## src/rtl/fb_scanout.sv

```systemverilog
// fb_scanout: SVGA raster timing and sequential framebuffer reads for the 6-bit framebuffer.
// Pixels are expanded 2:2:2 -> 4:4:4 and leave aligned with hsync/vsync, two PIX_EN ticks behind the counters.
module fb_scanout #(
  parameter int unsigned H_ACTIVE = 800,
  parameter int unsigned H_FP     = 56,
  parameter int unsigned H_SYNC   = 120,
  parameter int unsigned H_BP     = 64,
  parameter int unsigned V_ACTIVE = 600,
  parameter int unsigned V_FP     = 37,
  parameter int unsigned V_SYNC   = 6,
  parameter int unsigned V_BP     = 23,
  parameter bit          SYNC_POL = 1'b1
) (
  input  logic        CLK,
  input  logic        RESET,
  input  logic        PIX_EN,
  input  logic [5:0]  fb_data,
  output logic [18:0] fb_addr,
  output logic [10:0] h_cnt,
  output logic [9:0]  v_cnt,
  output logic        vblank,
  output logic        frame_tick,
  output logic        vga_h_out,
  output logic        vga_v_out,
  output logic [11:0] vga_data
);

  localparam int unsigned H_W     = 11;
  localparam int unsigned V_W     = 10;
  localparam int unsigned A_W     = 19;
  localparam int unsigned RGB_W   = 12;
  localparam int unsigned H_TOTAL = H_ACTIVE + H_FP + H_SYNC + H_BP;
  localparam int unsigned V_TOTAL = V_ACTIVE + V_FP + V_SYNC + V_BP;

  localparam logic [H_W-1:0] H_LAST   = H_W'(H_TOTAL - 1);
  localparam logic [V_W-1:0] V_LAST   = V_W'(V_TOTAL - 1);
  localparam logic [H_W-1:0] H_ACT    = H_W'(H_ACTIVE);
  localparam logic [V_W-1:0] V_ACT    = V_W'(V_ACTIVE);
  localparam logic [H_W-1:0] HS_FIRST = H_W'(H_ACTIVE + H_FP);
  localparam logic [H_W-1:0] HS_LAST  = H_W'(H_ACTIVE + H_FP + H_SYNC - 1);
  localparam logic [V_W-1:0] VS_FIRST = V_W'(V_ACTIVE + V_FP);
  localparam logic [V_W-1:0] VS_LAST  = V_W'(V_ACTIVE + V_FP + V_SYNC - 1);

  logic [H_W-1:0]   r_h_cnt;
  logic [V_W-1:0]   r_v_cnt;
  logic [A_W-1:0]   r_addr_ctr;
  logic [A_W-1:0]   r_fb_addr;
  logic             r_active_d1;
  logic             r_hs_d1;
  logic             r_vs_d1;
  logic             r_h_out;
  logic             r_v_out;
  logic [RGB_W-1:0] r_vga_data;

  logic             w_h_last;
  logic             w_v_last;
  logic             w_active;
  logic             w_hsync_raw;
  logic             w_vsync_raw;
  logic [RGB_W-1:0] w_expanded;

  // Region decode from the pre-update counters.
  assign w_h_last    = (r_h_cnt == H_LAST);
  assign w_v_last    = (r_v_cnt == V_LAST);
  assign w_active    = (r_h_cnt < H_ACT) && (r_v_cnt < V_ACT);
  assign w_hsync_raw = (r_h_cnt >= HS_FIRST) && (r_h_cnt <= HS_LAST);
  assign w_vsync_raw = (r_v_cnt >= VS_FIRST) && (r_v_cnt <= VS_LAST);

  // Each 2-bit component is replicated, so 2'b11 maps to full scale 4'hF.
  assign w_expanded = {fb_data[5:4], fb_data[5:4],
                       fb_data[3:2], fb_data[3:2],
                       fb_data[1:0], fb_data[1:0]};

  // Raster counters.
  always_ff @(posedge CLK) begin
    if (RESET) begin
      r_h_cnt <= '0;
      r_v_cnt <= '0;
    end else if (PIX_EN) begin
      if (w_h_last) begin
        r_h_cnt <= '0;
        r_v_cnt <= w_v_last ? '0 : r_v_cnt + V_W'(1);
      end else begin
        r_h_cnt <= r_h_cnt + H_W'(1);
      end
    end
  end

  // Linear read address: advances only over visible pixels, so no v*H_ACTIVE product is needed.
  always_ff @(posedge CLK) begin
    if (RESET) begin
      r_addr_ctr <= '0;
      r_fb_addr  <= '0;
    end else if (PIX_EN) begin
      if (w_active) begin
        r_fb_addr  <= r_addr_ctr;
        r_addr_ctr <= r_addr_ctr + A_W'(1);
      end
      if (w_h_last && w_v_last) begin
        r_addr_ctr <= '0;
      end
    end
  end

  // Stage 1 delays the decodes to line up with the read data.
  always_ff @(posedge CLK) begin
    if (RESET) begin
      r_active_d1 <= 1'b0;
      r_hs_d1     <= 1'b0;
      r_vs_d1     <= 1'b0;
    end else if (PIX_EN) begin
      r_active_d1 <= w_active;
      r_hs_d1     <= w_hsync_raw;
      r_vs_d1     <= w_vsync_raw;
    end
  end

  // Stage 2: colour and sync registered together at the connector.
  always_ff @(posedge CLK) begin
    if (RESET) begin
      r_vga_data <= '0;
      r_h_out    <= ~SYNC_POL;
      r_v_out    <= ~SYNC_POL;
    end else if (PIX_EN) begin
      r_vga_data <= r_active_d1 ? w_expanded : '0;
      r_h_out    <= r_hs_d1 ~^ SYNC_POL;
      r_v_out    <= r_vs_d1 ~^ SYNC_POL;
    end
  end

  assign fb_addr    = r_fb_addr;
  assign h_cnt      = r_h_cnt;
  assign v_cnt      = r_v_cnt;
  assign vga_data   = r_vga_data;
  assign vga_h_out  = r_h_out;
  assign vga_v_out  = r_v_out;
  assign vblank     = (r_v_cnt >= V_ACT);
  assign frame_tick = PIX_EN && !RESET && (r_h_cnt == '0) && (r_v_cnt == V_ACT);

endmodule

```

## config.mk

```make
export PLATFORM = sky130hd
export DESIGN_NAME = fb_scanout
export DESIGN_NICKNAME = d
export VERILOG_FILES = /design/src/rtl/fb_scanout.sv
export SDC_FILE = /design/constraint.sdc
export NUM_CORES = 1
export LEC_CHECK = 0
export BUFFER_PORTS_ARGS = -buffer_cell sky130_fd_sc_hd__buf_2
export CAP_MARGIN = 40
export CELL_PAD_IN_SITES_DETAIL_PLACEMENT = 1
export CELL_PAD_IN_SITES_GLOBAL_PLACEMENT = 1
export CORE_MARGIN = 2
export CORE_UTILIZATION = 40
export CTS_CLUSTER_DIAMETER = 150
export DETAILED_ROUTE_END_ITERATION = 16
export PLACE_DENSITY = 0.86
export SYNTH_ARGS = -nofsm -noshare
export SYNTH_HDL_FRONTEND = slang
export SYNTH_SLANG_ARGS = --single-unit
```

## constraint.sdc

```tcl
create_clock -name CLK -period 2.8 [get_ports CLK]
set_input_delay 0.42 -clock CLK [delete_from_list [all_inputs] [get_ports CLK]]
set_output_delay 0.42 -clock CLK [all_outputs]
set_load 0.02 [all_outputs]
```

* Word level (Yosys, flattened, before mapping) *
Cells that the tools add are included.

word-level totals
  bits in registers = 76
  word-level logic and storage cells = 41

cells by class
  eq/ne operators = 3
  magnitude comparators = 7
  reduce and logical (&&, ||, !) cells = 13
  add/sub/neg operators = 3
  muxes and demuxes = 5

operators by type and width
  cell                                                                                    count
  19-bit 2-to-1 mux                                                                       2
  10-bit == test (second input constant)                                                  2
  10-bit greater-or-equal comparator (second input constant)                              2
  19-bit by 1-bit adder with 19-bit output (second input constant)                        1
  12-bit 2-to-1 mux                                                                       1
  11-bit by 1-bit adder with 11-bit output (second input constant)                        1
  11-bit == test (second input constant)                                                  1
  11-bit by 10-bit greater-or-equal comparator with 1-bit output (second input constant)  1
  11-bit by 10-bit less-or-equal comparator with 1-bit output (second input constant)     1
  11-bit zero test                                                                        1
  11-bit by 10-bit < comparator with 1-bit output (second input constant)                 1
  11-bit 2-to-1 mux                                                                       1
  10-bit by 1-bit adder with 10-bit output (second input constant)                        1
  10-bit less-or-equal comparator (second input constant)                                 1
  10-bit < comparator (second input constant)                                             1
  10-bit 2-to-1 mux                                                                       1
  1-bit logical AND                                                                       7
  2-bit AND reduction                                                                     3
  2-bit nonzero test                                                                      1
  1-bit zero test                                                                         1

* Depth between registers and ports, before layout *
Gate-level depths: netlist (run 1).

  depth in word-level cells = 4
  mapped depth = 9

* Worst setup path before layout (run 1) *
Ideal clock, no wire load.

  kind = register to register
  start point = reg r_h_cnt[6] (netlist: h_cnt[6])
  end point = reg r_v_cnt[9] (netlist: v_cnt[9])
  setup time = 0.115 ns
  data arrival time = 2.090 ns
  setup slack = 0.595 ns
  path buffers = 1
  data required time = 2.685 ns
  cell stages (with the launch flop) = 7
  cells stage by stage = dfxtp_1 buf_6 or4_4 or4_4 nor4_4 xnor2_1 nor2_2

between the ends
  longest elaborated chain between the ends = 2

ends and longest elaborated chain
  element                               RTL line  RTL
  from (decl)                           44        logic [H_W-1:0] r_h_cnt;
  from (signal assigned)                84        r_h_cnt <= r_h_cnt + H_W'(1);
  11-bit == test                        63        assign w_h_last = (r_h_cnt == H_LAST);
  2-bit AND reduction (no source line)  -
  to (signal assigned)                  82        r_v_cnt <= w_v_last ? '0 : r_v_cnt + V_W'(1);
  to (decl)                             45        logic [V_W-1:0] r_v_cnt;

No other way between the ends.
A chain may end at the register's enable or synchronous reset.

* Worst setup path in the final report (run 1) *
  start point = reg r_h_cnt[6] (netlist: h_cnt[6])
  end point = reg r_addr_ctr[9]

between the ends
  longest elaborated chain between the ends = 4

ends and longest elaborated chain
  element                                                                            RTL line  RTL
  11-bit by 10-bit < comparator with 1-bit output or 11-bit == test (tied branches)  65, 63
  1-bit logical AND, on equally long branches                                        65, 99
  2-bit nonzero test (no source line)                                                -
  2-bit AND reduction (no source line)                                               -
  to (signal assigned)                                                               97        r_addr_ctr <= r_addr_ctr + A_W'(1);
  to (decl)                                                                          46        logic [A_W-1:0] r_addr_ctr;

Parallel ways exist; a longest one is shown, timed or not.

==> reports/metrics.csv, run 1 <==
stage,metric,value,unit
clock_tree,clkLatencyLatePin,350,ps
worst_setup_path,crit_path_cell_trace,or4_4 -> nor3_1 -> nand2_1 -> a21oi_1 -> o21ai_0,
die,boundaryPins,65,
timing,finalClockSkew,9.20,ps
die,core.rowCount,32,
die,fp.coreArea,0.00781,mm^2
pwr,power_leakage,1.53,nW
clock_tree,clock_transition_time_at_the_flip_flop_clock_pins_of_the_worst_setup_and_hold_paths,80,ps
worst_setup_path,worstPathRequired,3030,ps
global_route,global_route_wire_length_before_repair,14700,um
timing,report.final.setup_viol,0,
clock_tree,cts-buffers-inserted,9,
routing,detailroute.via_count,3045,
worst_setup_path,critical_path.startpoint_type,flop,
global_route,grt_pass1_vias,2976,
synth,synth_top_cell_area_share,43.1,%
timing,final_critical_path_time_including_i_o_delays_and_setup,2370,ps
placement,gpl.final_weighted_congestion,0.849,
synth,synth_top_area_cell,dfxtp_1,
clock_tree,cts_root_buf,clkbuf_8,
global_route,gr-total-overflow,0,
placement,dpl.hpwl,6110,um
cells_and_area,num-nets-final,458,
timing,slew-limit-headroom,55.6,%
synth,synth_enable_flop_cells,0,
routing,route.detailed.wl_per_inst,16.2,um
die,fp.dieW,94.1,um
cells_and_area,synthToLayoutAreaGrowth,17.4,%
timing,sum_of_negative_setup_slack,0,ps
pwr,pwr_density_cell,534,mW/mm^2
global_route,grt.total_usage,20.9,%
clock_tree,cts.repair.resized,0,
clock_tree,cts_tree,yes,
clock_tree,holdBufCountCts,0,
die,design.die.area,0.00886,mm^2
pwr,cellInternalPower,1.54,mW
worst_setup_path,crit_path_end_kind,flop,
routing,drt_wl_total,8880,um
synth,post_synth_instance_area,0.00325,mm^2
pwr,switching_power,0.497,mW
cells_and_area,layout_cell_share_with_drive_strength_beyond_1,21.0,%
timing,final.period_utilization,84.6,%
timing,hold_viol_final,0,
routing,drt-vias-per-instance,5.55,
synth,postSynth.asyncResetShare,0,%
placement,portBuffers,64,
synth,synth_most_common_cell,dfxtp_1,
synth,synth_flop_cell,dfxtp_1,
synth,post_synth.cell_area_avg,8.29,um^2
die,die-height,94.1,um
synth,ys_seq_area_share,43.1,%
worst_setup_path,critical_path.slowest_cell,or4_4,
synth,yosys-top-cells-area,"dfxtp_1, nand2_1, nor2_1",
die,initial_core_util,41.6,%
pwr,power.clock.fraction,45.6,%
routing,drt_drc_violations_left,0,
global_route,antenna_violations_before_repair,0,
routing,drt.antenna.violating_nets,0,
cells_and_area,antenna_diode_count,0,
pwr,sequentialPowerShare,49.7,%
synth,netlist_instances,392,
cells_and_area,fillerInstances,983,
clock_tree,htreeDepth,3,
placement,pre_cts_ws,504,ps
synth,ys_seq_elements,70,
synth,number_of_distinct_standard_cells_referenced_by_the_synthesized_netlist,48,
worst_setup_path,critical-path-top-delay-family,simple AND/OR/NAND/NOR gates,
timing,count_of_pins_over_their_slew_limit,0,
worst_setup_path,cpPeakStageDelay,610,ps
pwr,vdd_ir_drop_max,300,uV
worst_setup_path,timing_worst_setup_path_type,reg -> reg,
clock_tree,cts_sinks,70,
status,status,"complete, no violations",
clock_tree,maximum_buffer_depth_of_the_clock_tree,2,
timing,grt_setup_unrepaired,no,
synth,yosys_warnings,0,
pwr,swShare,24.4,%
synth,synth_nets,408,
timing,max_clock_freq,422,MHz
timing,worst_case_setup_margin_in_the_final_layout,431,ps
cells_and_area,multi_input_comb_area,0.00168,mm^2
routing,drtIter0Drc,102,
flow_run,cap_viol_max_count,0,
worst_setup_path,timing.critical_path.buf_inv,0,
timing,tightest_slew,666,ps
worst_setup_path,timing.critical_path.arrival,2600,ps
hold_path,hold_class,in -> reg,
routing,drt_pass1_iterations,4,
cells_and_area,seqCellArea,0.00140,mm^2
synth,yosys-top-cells-count,"dfxtp_1, nand2_1, nor2_1",
worst_setup_path,crit_path_max_fanout,9,
pwr,comb_power_share,4.7,%
global_route,pin_count_of_the_biggest_net_entering_global_routing,51,
clock_tree,post_cts.repair.setup_buffers,0,
## worst register-to-register path, cell delays in order (launching register included)
cell,delay [ps]
dfxtp_1,400
or4_4,610
nor3_1,570
nand2_1,310
a21oi_1,240
o21ai_0,130
## metrics by stage
step / total power, mW / area, um^2 / hold WS, ps / utilization (%) / cells
after floorplan: 1.10 / 3250 / 432 / - / 392
after global placement: 1.13 / 3600 / 440 / 46.1 / 533
after detailed placement: 1.13 / 3600 / 446 / 46.1 / 533
after CTS: 2.05 / 3820 / 309 / 48.9 / 549
after global routing: 2.11 / 3820 / 327 / 48.9 / 549
final: 2.04 / 3820 / 307 / 48.9 / 549
## registers in the layout, summed over array words and instances (netlist names)
signal / cells
vga_data: 6
vga_v_out: 1
r_active_d1: 1
r_addr_ctr: 19
v_cnt: 10
r_hs_d1: 1
fb_addr: 19
h_cnt: 11
r_vs_d1: 1
vga_h_out: 1
## routing by layer
layer	vias up	track usage, %	wire, um
met4	0	7.25	169
met3	14	4.01	314
met1	1511	24.8	3810
li1	1454	-	-
met2	66	37.5	4580
met5	-	0	0
## path summary, 6_finish.rpt
path | from | to | slack, ps | depth (start not counted)
max | h_cnt[6] | r_addr_ctr[9] | 430 | 5
min | fb_data[5] | vga_data[9] | 310 | 3
max reg2reg | h_cnt[6] | r_addr_ctr[9] | 430 | 5
min reg2reg | fb_addr[3] | fb_addr[3] | 450 | 2
## power by group through the flow
stage	combinational (mW)	sequential, mW	clock [mW]
after floorplan	0.0613	1.04	0
after global placement	0.0943	1.04	0
after detailed placement	0.0966	1.04	0
after CTS	0.0980	1.01	0.941
after global routing	0.107	1.01	0.984
final	0.0963	1.01	0.931
## logic make-up (layout without fill, tap and decap cells)
family / Yosys count / after routing / synth area share [%]
flip-flops: 70 / 70 / 43.1
AND/OR/NAND/NOR: 182 / 182 / 28.2
AO/OA/AOI/OAI: 67 / 67 / 12.9
XOR/XNOR: 25 / 25 / 6.74
adder cells (fa/ha/maj): 7 / 7 / 2.69
multiplexers: 3 / 3 / 0.924
buffers and inverters: 38 / 93 / 5.43
## area by class of cell
class	count	area share, %
sequential	70	36.7
tap	102	3.34
clock buffer	10	3.34
inverter	8	0.787
clock inverter	6	2.46
timing repair buffer	69	9.37
multi-input combinational	284	44.0
## cells in the final DEF (no fill, tap or decap), drive strengths merged, types with 2 or more instances in the layout
master,Yosys,final
nor4,5,5
xor2,12,12
nand2,57,57
dfxtp,70,70
a211oi,4,4
and2,2,2
and4,5,5
nand4,12,12
nand2b,5,5
a21oi,36,36
clkbuf,19,10
ha,7,7
and3,6,6
o31ai,2,2
nor4b,3,3
a21o,2,2
nor2b,4,4
buf,11,69
nand3,12,12
or3,2,2
or4,2,2
nor2,49,49
nand3b,2,2
o21ai,5,5
mux2i,3,3
a22oi,9,9
inv,8,10
bufinv,0,2
xnor2,13,13
nor3,12,12
Note: power is estimated with default switching activity, not from simulation.
==> run 2: changes to the inputs <==
--- a/config.mk
+++ b/config.mk
@@ -10,10 +10,10 @@
 export CELL_PAD_IN_SITES_DETAIL_PLACEMENT = 1
 export CELL_PAD_IN_SITES_GLOBAL_PLACEMENT = 1
 export CORE_MARGIN = 2
-export CORE_UTILIZATION = 40
+export CORE_UTILIZATION = 36
 export CTS_CLUSTER_DIAMETER = 150
 export DETAILED_ROUTE_END_ITERATION = 16
-export PLACE_DENSITY = 0.86
+export PLACE_DENSITY = 0.82
 export SYNTH_ARGS = -nofsm -noshare
 export SYNTH_HDL_FRONTEND = slang
 export SYNTH_SLANG_ARGS = --single-unit
==> constraint.sdc (replaced) <==
create_clock -name CLK -period 1.9 [get_ports CLK]
set_input_delay 0.285 -clock CLK [delete_from_list [all_inputs] [get_ports CLK]]
set_output_delay 0.285 -clock CLK [all_outputs]
set_load 0.02 [all_outputs]
==> reports/metrics.csv, run 2 (synthesis gave the netlist of run 1 again) <==
stage,metric,value,unit
pwr,comb_power_share,6.8,%
clock_tree,cts_root_buf,clkbuf_8,
pwr,cellInternalPower,2.39,mW
clock_tree,holdBufCountCts,0,
global_route,antenna_violations_before_repair,0,
die,initial_core_util,37.3,%
placement,gpl.final_weighted_congestion,0.833,
routing,drt_pass1_iterations,4,
timing,worst_case_setup_margin_in_the_final_layout,-292,ps
worst_setup_path,critical-path-top-delay-family,simple AND/OR/NAND/NOR gates,
worst_setup_path,critical_path.slowest_cell,or4_4,
timing,count_of_pins_over_their_slew_limit,0,
routing,drt.antenna.violating_nets,0,
placement,dpl.hpwl,6560,um
timing,sum_of_negative_setup_slack,-3520,ps
worst_setup_path,crit_path_cell_trace,or4_4 -> buf_6 -> nor4_4 -> buf_4,
worst_setup_path,worstPathRequired,1620,ps
worst_setup_path,critical_path.startpoint_type,flop,
routing,detailroute.via_count,3390,
die,core.rowCount,34,
timing,final.period_utilization,115,%
die,design.die.area,0.00981,mm^2
timing,hold_viol_final,0,
hold_path,hold_path_startpoint,fb_data[0],
timing,max_clock_freq,456,MHz
routing,drtIter0Drc,181,
global_route,global_route_wire_length_before_repair,17000,um
routing,drt_drc_violations_left,0,
global_route,grt_pass1_vias,3290,
global_route,grt.total_usage,21.9,%
die,boundaryPins,65,
cells_and_area,most-common-layout-cells,"dfxtp_1, buf_2, nand2_1, buf_4, nor2_1",
cells_and_area,antenna_diode_count,0,
clock_tree,cts_tree,yes,
clock_tree,cts_sinks,70,
cells_and_area,layout_cell_share_with_drive_strength_beyond_1,41.0,%
worst_setup_path,worst_r2r_endpoint,v_cnt[7],
clock_tree,maximum_buffer_depth_of_the_clock_tree,2,
timing,final_critical_path_time_including_i_o_delays_and_setup,2190,ps
clock_tree,clock_transition_time_at_the_flip_flop_clock_pins_of_the_worst_setup_and_hold_paths,90,ps
placement,dp.cells,578,
worst_setup_path,crit_path_max_fanout,2,
placement,portBuffers,64,
status,failing_checks,setup timing,
cells_and_area,synthToLayoutAreaGrowth,43.9,%
hold_path,hold-path-endpoint,vga_data[2],
routing,route.detailed.wl_per_inst,20.4,um
routing,drt-vias-per-instance,5.60,
die,fp.dieW,99.0,um
global_route,pin_count_of_the_biggest_net_entering_global_routing,51,
worst_setup_path,timing.critical_path.arrival,1910,ps
timing,tightest_slew,584,ps
timing,grt_setup_unrepaired,yes,
worst_setup_path,timing_worst_setup_path_type,reg -> out,
clock_tree,cts-buffers-inserted,9,
hold_path,worstHoldPathCells,3,
pwr,power,3.16,mW
worst_setup_path,regToRegStartpoint,h_cnt[8],
hold_path,hold_class,in -> reg,
pwr,swShare,24.5,%
pwr,power_leakage,1.90,nW
die,die-height,99.0,um
routing,drt_wl_total,12400,um
clock_tree,htreeDepth,3,
pwr,sequentialPowerShare,47.2,%
clock_tree,clkLatencyLatePin,370,ps
worst_setup_path,ff2ff_setup_slack,-230,ps
flow_run,cap_viol_max_count,0,
timing,slew-limit-headroom,61.1,%
worst_setup_path,cpPeakStageDelay,550,ps
cells_and_area,fin_area,0.00468,mm^2
pwr,power.clock.fraction,46.0,%
cells_and_area,num-nets-final,508,
worst_setup_path,worst_setup_path_startpoint,h_cnt[8],
die,fp.coreArea,0.00872,mm^2
pwr,pwr_density_cell,676,mW/mm^2
pwr,switching_power,0.775,mW
global_route,gr-total-overflow,0,
timing,finalClockSkew,16.6,ps
placement,placedInstanceArea,0.00397,mm^2
status,status,"finished, violations left",
pwr,vdd_ir_drop_max,313,uV
cells_and_area,final_cell_count_no_fill,605,
timing,report.final.setup_viol,40,
worst_setup_path,timing.critical_path.buf_inv,2,
worst_setup_path,worst_r2r_path_depth,6,
worst_setup_path,crit_path_end_kind,primary output,
-- run 2: power by group through the flow --
| stage | sequential, mW | clock, mW | combinational (mW) |
|---|---|---|---|
| floorplan | 1.53 | 0 | 0.103 |
| global placement | 1.52 | 0 | 0.167 |
| detailed placement | 1.53 | 0 | 0.173 |
| CTS | 1.49 | 1.47 | 0.194 |
| global route | 1.49 | 1.54 | 0.230 |
| finish | 1.49 | 1.45 | 0.216 |
-- run 2: layout make-up --
| cell class | count | area, um^2 |
|---|---|---|
| timing repair buffer | 119 | 832 |
| tap | 108 | 135 |
| sequential | 70 | 1420 |
| fill | 1006 | 4040 |
| multi-input combinational | 284 | 2030 |
| clock buffer | 10 | 149 |
| inverter | 8 | 30.0 |
| clock inverter | 6 | 90.1 |
-- run 2: routing by layer --
metal	share of wire (%)	global-route usage [%]	up-vias
li1	-	-	1545
met1	40	27.0	1686
met2	51	37.0	128
met3	5.3	3.40	31
met4	3.2	11.0	0
met5	0	0	-
-- run 2: what timing repair did --
item	in CTS	in global routing
setup endpoints to repair	35	42
setup buffers	4	7
gates resized for setup	29	55
pin swaps	11	22
cloned	2	0
-- run 2: stage by stage --
| step | util, % | setup WS (ps) | hold slack [ps] |
|---|---|---|---|
| 3_3_place_gp | 45.6 | -108 | 443 |
| 5_1_grt | 53.6 | -355 | 164 |
| 2_1_floorplan | - | -146 | 429 |
| 6_report | 53.6 | -292 | 156 |
| 4_1_cts | 50.5 | -258 | 153 |
| 3_5_place_dp | 45.6 | -136 | 447 |
-- run 2: worst reg2reg max path: cells and delay by family (launching register included) --
family | cells | cell delay [ps]
AND/OR/NAND/NOR | 4 | 1370
flip-flops | 1 | 330
XOR/XNOR | 1 | 160
buffers and inverters | 1 | 150
-- run 2: worst max path at each step --
| stage | depth (start not counted) | to | slack, ps |
|---|---|---|---|
| after global routing | 6 | frame_tick | -350 |
| after CTS | 4 | frame_tick | -260 |
| final | 4 | frame_tick | -290 |
| after floorplan | 5 | r_addr_ctr[4] | -150 |
| after detailed placement | 7 | r_addr_ctr[15] | -140 |
| after global placement | 7 | r_addr_ctr[15] | -110 |
==> run 3: changes to the inputs <==
--- a/config.mk
+++ b/config.mk
@@ -5,15 +5,17 @@
 export SDC_FILE = /design/constraint.sdc
 export NUM_CORES = 1
 export LEC_CHECK = 0
+export ABC_AREA = 1
 export BUFFER_PORTS_ARGS = -buffer_cell sky130_fd_sc_hd__buf_2
 export CAP_MARGIN = 40
 export CELL_PAD_IN_SITES_DETAIL_PLACEMENT = 1
 export CELL_PAD_IN_SITES_GLOBAL_PLACEMENT = 1
 export CORE_MARGIN = 2
-export CORE_UTILIZATION = 36
+export CORE_UTILIZATION = 35
 export CTS_CLUSTER_DIAMETER = 150
 export DETAILED_ROUTE_END_ITERATION = 16
 export PLACE_DENSITY = 0.82
+export SLEW_MARGIN = 20
 export SYNTH_ARGS = -nofsm -noshare
 export SYNTH_HDL_FRONTEND = slang
 export SYNTH_SLANG_ARGS = --single-unit
==> reports/metrics.csv, run 3 <==
stage,metric,value,unit
clock_tree,maximum_buffer_depth_of_the_clock_tree,2,
timing,sum_of_negative_setup_slack,0,ps
synth,ys_seq_elements,70,
clock_tree,cts_sinks,70,
global_route,global_route_wire_length_before_repair,18200,um
synth,number_of_distinct_standard_cells_referenced_by_the_synthesized_netlist,32,
placement,portBuffers,64,
timing,hold_viol_final,0,
worst_setup_path,regToRegStartpoint,h_cnt[1],
worst_setup_path,timing_worst_setup_path_type,reg -> reg,
global_route,antenna_violations_before_repair,0,
worst_setup_path,crit_path_max_fanout,10,
worst_setup_path,worstPathRequired,2150,ps
hold_path,hold_class,in -> reg,
die,fp.dieW,106,um
synth,synth_flop_cell,dfxtp_1,
placement,gpl.final_weighted_congestion,0.849,
placement,dpl.hpwl,8070,um
worst_setup_path,worst_setup_path_startpoint,h_cnt[1],
synth,yosys_warnings,0,
global_route,pin_count_of_the_biggest_net_entering_global_routing,38,
placement,dp.cells,743,
synth,synth_top_cell_area_share,38.3,%
routing,drtIter0Drc,142,
die,die-height,106,um
clock_tree,clkLatencyLatePin,360,ps
global_route,grt.total_usage,19.9,%
routing,drt-vias-per-instance,5.11,
synth,postSynth.asyncResetShare,0,%
synth,post_synth_instance_area,0.00366,mm^2
hold_path,hold_path_startpoint,fb_data[5],
worst_setup_path,timing.critical_path.arrival,2110,ps
clock_tree,holdBufCountCts,0,
clock_tree,cts_tree,yes,
cells_and_area,synthToLayoutAreaGrowth,19.7,%
timing,final.period_utilization,98.0,%
synth,synth_nets,569,
global_route,gr-total-overflow,0,
die,fp.coreArea,0.0102,mm^2
timing,finalClockSkew,14.9,ps
timing,slew-limit-headroom,75.1,%
timing,max_clock_freq,537,MHz
synth,yosys-top-cells-area,"dfxtp_1, nand2_1, nor2_1",
placement,placedInstanceArea,0.00413,mm^2
routing,detailroute.via_count,3877,
pwr,vdd_ir_drop_max,356,uV
routing,drt.antenna.violating_nets,0,
routing,drt_drc_violations_left,0,
routing,route.detailed.wl_per_inst,14.7,um
pwr,power,2.89,mW
die,core.rowCount,37,
die,boundaryPins,65,
clock_tree,htreeDepth,3,
die,initial_core_util,35.7,%
timing,finalHoldWorstSlack,189,ps
cells_and_area,fin_area,0.00438,mm^2
clock_tree,cts_root_buf,clkbuf_8,
cells_and_area,num-nets-final,635,
synth,post_synth.cell_area_avg,6.61,um^2
pwr,power_leakage,1.94,nW
synth,ys_seq_area_share,38.3,%
flow_run,cap_viol_max_count,0,
worst_setup_path,critical_path.startpoint_type,flop,
synth,netlist_instances,553,
cells_and_area,layout_cell_share_with_drive_strength_beyond_1,21.2,%
status,status,"complete, no violations",
clock_tree,cts-buffers-inserted,9,
synth,synth_enable_flop_cells,0,
worst_setup_path,crit_path_end_kind,flop,
timing,report.final.setup_viol,0,
timing,grt_setup_unrepaired,yes,
synth,yosys-top-cells-count,"nand2_1, nor2_1, dfxtp_1",
timing,tightest_slew,374,ps
cells_and_area,most_frequent_standard_cell_in_the_layout_excluding_fill_and_tap_cells,nand2_1,
clock_tree,clock_transition_time_at_the_flip_flop_clock_pins_of_the_worst_setup_and_hold_paths,80,ps
synth,synth_top_area_cell,dfxtp_1,
cells_and_area,final_cell_count_no_fill,759,
timing,count_of_pins_over_their_slew_limit,0,
cells_and_area,antenna_diode_count,0,
global_route,grt_pass1_vias,3964,
routing,drt_wl_total,11200,um
die,design.die.area,0.0113,mm^2
pwr,pwr_density_cell,661,mW/mm^2
synth,synth_most_common_cell,nand2_1,
cells_and_area,most-common-layout-cells,"nand2_1, nor2_1, dfxtp_1, buf_2",
routing,drt_pass1_iterations,4,
timing,final_critical_path_time_including_i_o_delays_and_setup,1860,ps
run 3: cell count changes after synthesis, moves of 12 or more:
cell,before,now
nand3_1,12,51
inv_1,8,52
o21ai_0,5,34
nor2_1,48,75
a21oi_1,35,51
nand2_1,57,133
clkbuf_1,19,7
xnor2_1,13,0
run 3: worst paths after layout:
| path | to | slack (ps) | cells past startpoint |
|---|---|---|---|
| worst min register to register | r_hs_d1 | 470 | 2 |
| worst min-delay path | vga_data[9] | 190 | 3 |
| worst max-delay path | r_addr_ctr[3] | 40 | 10 |
| worst max register to register | r_addr_ctr[3] | 40 | 10 |
run 3: layout make-up:
type	instances	area, um^2
Fill cell	1373	5850
Multi-Input combinational cell	400	1950
Sequential cell	70	1410
Timing Repair Buffer	81	463
Inverter	57	214
Tap cell	136	170
Clock buffer	10	138
Clock inverter	5	35.0
run 3: critical path, cell delays in order (launching register included):
cell and delay, ps:
dfxtp_4 380, ha_1 190, nand2_1 90, nor2_2 150
nand2_1 100, nor2_2 190, nand2_1 260, o21ai_0 200
nand2_1 80, nand2_1 60, nor2_1 50
run 3: where the power goes:
group          internal (mW)  leakage [nW]  switching, mW  total, mW
registers               1.50         0.572         0.0275       1.53
logic                 0.0833          1.28          0.172      0.255
clock network          0.504        0.0885          0.607       1.11
total                   2.09          1.94          0.806       2.89
run 3: cells by family after synthesis:
kind of cell | Yosys count | share of synthesized area (%)
simple gates | 297 | 35.4
compound gates | 93 | 13.2
buf+inv | 83 | 9.92
flops | 70 | 38.3
fa+ha+maj | 7 | 2.39
xor+xnor | 3 | 0.719
run 3: timing repair:
action / CTS / global route
hold endpoints to repair: 0 / 0
setup buffers: 0 / 1
resized for setup: 7 / 13
gates cloned: 0 / 0
endpoints found under the setup margin: 1 / 25
run 3: stage by stage:
stage / util (%) / worst slack [ps]
5_1_grt: 42.8 / -94.9
2_1_floorplan: - / 114
6_report: 42.8 / 38.1
4_1_cts: 42.2 / 8.25
3_5_place_dp: 40.4 / 40.2
3_3_place_gp: 40.4 / 190
run 3: layer usage:
| metal | up-vias | routed length [um] | share of wire, % | global-route usage (%) |
|---|---|---|---|---|
| li1 | 1915 | - | - | - |
| met1 | 1881 | 5010 | 45 | 23.6 |
| met2 | 62 | 5620 | 50 | 35.6 |
| met3 | 19 | 358 | 3.2 | 4.17 |
| met4 | 0 | 193 | 1.7 | 6.67 |
| met5 | - | 0 | 0 | 0 |
